File: src/rtl/dla_feeder_config_dispatcher.sv
// dla_feeder_config_dispatcher: steers packetised config words to one of NUM_CHANNELS feeder channels
module dla_feeder_config_dispatcher #(
  parameter int CONFIG_WIDTH = 32,
  parameter int NUM_CHANNELS = 5
) (
  input  logic                    clk,
  input  logic                    i_areset,
  input  logic [CONFIG_WIDTH-1:0] i_config_data,
  input  logic                    i_config_valid,
  output logic                    o_config_ready,
  output logic [CONFIG_WIDTH-1:0] o_channel_data,
  output logic [NUM_CHANNELS-1:0] o_channel_valid,
  input  logic [NUM_CHANNELS-1:0] i_channel_ready,
  output logic                    o_busy,
  output logic                    o_done,
  output logic                    o_error
);
  localparam logic [1:0] IDLE = 2'd0, PAYLOAD = 2'd1, DROP = 2'd2;
  localparam logic [8:0] NCH = 9'(NUM_CHANNELS);
  logic [1:0] state, pend, total;
  logic [7:0] cnt, id, hdr_len, hdr_id;
  logic [NUM_CHANNELS-1:0] vld;
  logic [CONFIG_WIDTH-1:0] data_q;
  logic last, done_q, err_q, full, drain, accept, bad, idle_acc, drop_acc, load, cnt_last;
  assign hdr_len = i_config_data[7:0];
  assign hdr_id = i_config_data[15:8];
  assign bad = {1'b0, hdr_id} >= NCH;
  assign full = |vld;
  assign drain = |(vld & i_channel_ready);
  assign o_config_ready = ~i_areset & (state == PAYLOAD ? (~full | drain) : 1'b1);
  assign accept = i_config_valid & o_config_ready;
  assign idle_acc = accept & (state == IDLE);
  assign drop_acc = accept & (state == DROP);
  assign load = accept & (state == PAYLOAD);
  assign cnt_last = cnt == 8'd1;
  // Completion events can coincide (e.g. a LEN=0 header while the previous last word drains); pend keeps one pulse per packet.
  assign total = pend + 2'(drain & last) + 2'(idle_acc & (hdr_len == 8'd0)) + 2'(drop_acc & cnt_last);
  assign o_channel_data = data_q;
  assign o_channel_valid = vld;
  assign o_busy = (state != IDLE) | full;
  assign o_done = done_q;
  assign o_error = err_q;
  always_ff @(posedge clk or posedge i_areset)
    if (i_areset) begin
      state <= IDLE;
      cnt <= '0;
      id <= '0;
      vld <= '0;
      data_q <= '0;
      last <= 1'b0;
      pend <= '0;
      done_q <= 1'b0;
      err_q <= 1'b0;
    end else begin
      done_q <= total != 2'd0;
      pend <= total - 2'(total != 2'd0);
      if (idle_acc & bad) err_q <= 1'b1;
      if (load) begin
        data_q <= i_config_data;
        vld <= NUM_CHANNELS'(1) << id;
        last <= cnt_last;
      end else if (drain) vld <= '0;
      if (accept) begin
        state <= state == IDLE ? (hdr_len == 8'd0 ? IDLE : bad ? DROP : PAYLOAD) : (cnt_last ? IDLE : state);
        cnt <= state == IDLE ? hdr_len : cnt - 8'd1;
        if (state == IDLE) id <= hdr_id;
      end
    end
endmodule

File: config.mk
export PLATFORM = sky130hd
export DESIGN_NAME = dla_feeder_config_dispatcher
export DESIGN_NICKNAME = d
export VERILOG_FILES = /design/src/rtl/dla_feeder_config_dispatcher.sv
export SDC_FILE = /design/constraint.sdc
export NUM_CORES = 1
export LEC_CHECK = 0
export BUFFER_PORTS_ARGS = -buffer_cell sky130_fd_sc_hd__buf_4
export CORE_AREA = 2 2 74 76
export DETAILED_ROUTE_END_ITERATION = 10
export DIE_AREA = 0 0 76 78
export PLACE_DENSITY_LB_ADDON = 0.25
export SYNTH_ARGS = -nofsm -noshare
export SYNTH_HDL_FRONTEND = slang
export SYNTH_SLANG_ARGS = --single-unit
export TNS_END_PERCENT = 10
File: constraint.sdc
create_clock -name clk -period 6.2 [get_ports clk]
set_input_delay 0.31 -clock clk [delete_from_list [all_inputs] [get_ports clk]]
set_output_delay 0.31 -clock clk [all_outputs]
set_load 0.1 [all_outputs]
==> flow_metrics.py <==
metrics = {
    "cts": {
        "clock-sinks": 60,
        "tritoncts": "yes",
        "post_cts.repair.setup_buffers": 0,
        "clk_pin_slew_ns": 0.06,
        "cts_resized": 0,
        "htree_levels": 3,
        "numCtsBuffers": 9,
        "clock_latency_ns": 0.33,
        "cts_buffer_depth": 2,
        "cts-root-buf": "clkbuf_8",
        "hold_buffers": 0,
    },
    "global_routing": {
        "grt_max_degree": 61,
        "grt_first_pass_wirelength_um": 10100,
        "grt_overflow": 0,
        "grt_pass1_vias": 2195,
        "grt_usage": 0.218,
        "antenna_found_initial": 0,
    },
    "setup_path": {
        "path_buf_inv": 1,
        "end_kind": "flip-flop",
        "cp_num_cells": 10,
        "crit_family": "simple AND/OR/NAND/NOR gates",
        "cp-start-kind": "flip-flop",
        "r2r-end": "o_done",
        "crit_chain": "or4_1 -> nor2_1 -> nand4b_1 -> or3b_2 -> fa_1 -> inv_1 -> ha_1 -> xor2_1 -> xnor2_1 -> or2_2",
        "worst_ep_arrival_time_ns": 3.58,
        "cp_slowest_cell": "or4_1",
        "cp_data_required_time_ns": 6.42,
        "regToRegSetupSlack_ns": 2.83,
        "r2r-start": "cnt[3]",
        "path_class": "reg2reg",
        "cp_max_fo": 7,
        "worstRegToRegCells": 10,
        "max_stage_delay_ns": 0.56,
        "worstSetupStartpoint": "cnt[3]",
    },
    "finish": {
        "n_fill_cell": 380,
        "layout.area.seq_um2": 1500,
        "syn_to_final_growth_pct": 31.0,
        "multiInputGateArea_um2": 1160,
        "insertedDiodeCount": 0,
        "final_nets": 356,
        "finalInstanceArea_um2": 3590,
        "drive_above_1_share": 0.470,
        "utilization": 0.711,
    },
    "timing": {
        "min_period_ns": 3.37,
        "rsz0062_at_grt": "no",
        "fmax_mhz": 297,
        "max_slew_margin": 0.266,
        "worstMarginPinSlew_ns": 1.10,
        "setup_viol": 0,
        "hold_viol_final": 0,
        "finalClockSkew_ns": 0.00997,
        "drv_slew": 0,
        "tns_ns": 0,
        "timing.final.crit_share": 0.543,
    },
    "placed_design": {
        "place.gp.congestion": 0.817,
        "placed_cell_area_um2": 3380,
        "post-dp-hpwl_um": 4310,
        "portBuffers": 80,
    },
    "status": {
        "outcome": "completed",
    },
    "synth": {
        "synth_flop_cell": "dfrtp_1",
        "synthTopCellsByArea": "dfrtp_1 55%, mux2_2 16%, nand2_1 2.6%",
        "synth_top_area_share": 0.549,
        "yosys_warnings": 0,
        "synth-edff-count": 0,
        "synth.distinct_cells": 45,
        "synth-async-reset-ratio": 1.00,
        "yosys.area.top_type": "dfrtp_1",
        "mappedNetlistNets": 269,
        "synth_cells": 225,
        "synth_seq_cells": 60,
        "avgSynthCellArea_um2": 12.2,
        "ys_seq_area_frac": 0.549,
        "synth_area_um2": 2740,
    },
    "routing": {
        "first_pass_iters": 4,
        "avgRoutedWirePerCell_um": 15.4,
        "num_vias": 2071,
        "routed_wl_um": 5960,
        "drc_errors": 0,
        "vias_per_cell": 5.35,
        "drtIter0Drc": 100,
        "antenna_left": 0,
    },
    "floorplanning": {
        "die_x_um": 76,
        "die_y_um": 78,
        "die_area_um2": 5930,
        "pin_count": 81,
        "initial_utilization": 0.543,
        "core-area_um2": 5040,
        "rows": 26,
    },
    "worst_hold_path": {
        "hold_class": "in2async",
    },
    "job": {
        "cap_violations": 0,
    },
}
flip-flops by register name, summed over array words and instances, names as in the netlist:
register         flops
cnt                  8
id                   8
last                 1
o_channel_data      32
o_channel_valid      5
o_done               1
o_error              1
pend                 2
state                2
cells by family after synthesis:
logic type               share of synthesized area
AND/OR/NAND/NOR                              0.139
flip-flops                                   0.549
multiplexers                                 0.165
AO/OA/AOI/OAI                               0.0947
buffers and inverters                       0.0261
adder cells (fa/ha/maj)                     0.0210
XOR/XNOR                                   0.00640
metrics by stage:
step	setup slack [ns]	hold slack [ns]	instances
after floorplan	2.92	0.439	225
after global placement	3.00	0.464	371
after detailed placement	2.87	0.474	371
after CTS	2.86	0.190	387
after global routing	2.74	0.192	387
final	2.83	0.204	387
metal layers:
metal,track usage,part of all wire
met1,0.266,0.43
met2,0.354,0.47
met3,0.0733,0.068
met4,0.102,0.024
met5,0,0
cells in the mapped netlist, drive strengths merged (2+ instances only):
master and n:
a2bb2oi 3, o31ai 2, nor3 2, o41ai 2
or2 3, nor2b 2, ha 3, buf 4
dfrtp 60, or3 3, o21ai 13, nand2 20
a21oi 8, nor4 4, nor2 20, inv 6
nand3 3, mux2 40, or4 3, nand2b 5
o22ai 2
how the worst max path moves through the flow:
stage,to,slack (ns)
detailed placement,o_done,2.87
global placement,o_done,3.00
global route,o_done,2.74
CTS,o_done,2.86
floorplan,o_config_ready,2.92
finish,o_done,2.83
worst reg2reg max path: stages, from the launching register on:
cell and delay (ns):
dfrtp_1 0.43, or4_1 0.56, nor2_1 0.24, nand4b_1 0.19, or3b_2 0.51, fa_1 0.49, inv_1 0.05, ha_1 0.21
xor2_1 0.16, xnor2_1 0.14, or2_2 0.27
cells in the final DEF (no fill, tap or decap), drive strengths merged, types with 3 or more instances in the layout:
| cell type | n |
|---|---|
| a21oi | 8 |
| a2bb2oi | 3 |
| buf | 81 |
| clkbuf | 12 |
| dfrtp | 60 |
| ha | 3 |
| inv | 6 |
| mux2 | 40 |
| nand2 | 20 |
| nand2b | 5 |
| nand3 | 3 |
| nor2 | 20 |
| nor4 | 4 |
| o21ai | 13 |
| or2 | 3 |
| or3 | 3 |
| or4 | 3 |
area by class of cell:
cell class,instances,share of cell area
repair buffers,81,0.170
well taps,70,0.0244
inverters,6,0.00628
multi-input cells,154,0.324
clock buffers,12,0.0433
clock inverters,4,0.0133
flip-flops and latches,60,0.419
Power is not shown: default switching activity piles up to over one toggle a cycle in this logic, so the estimate is an artifact.
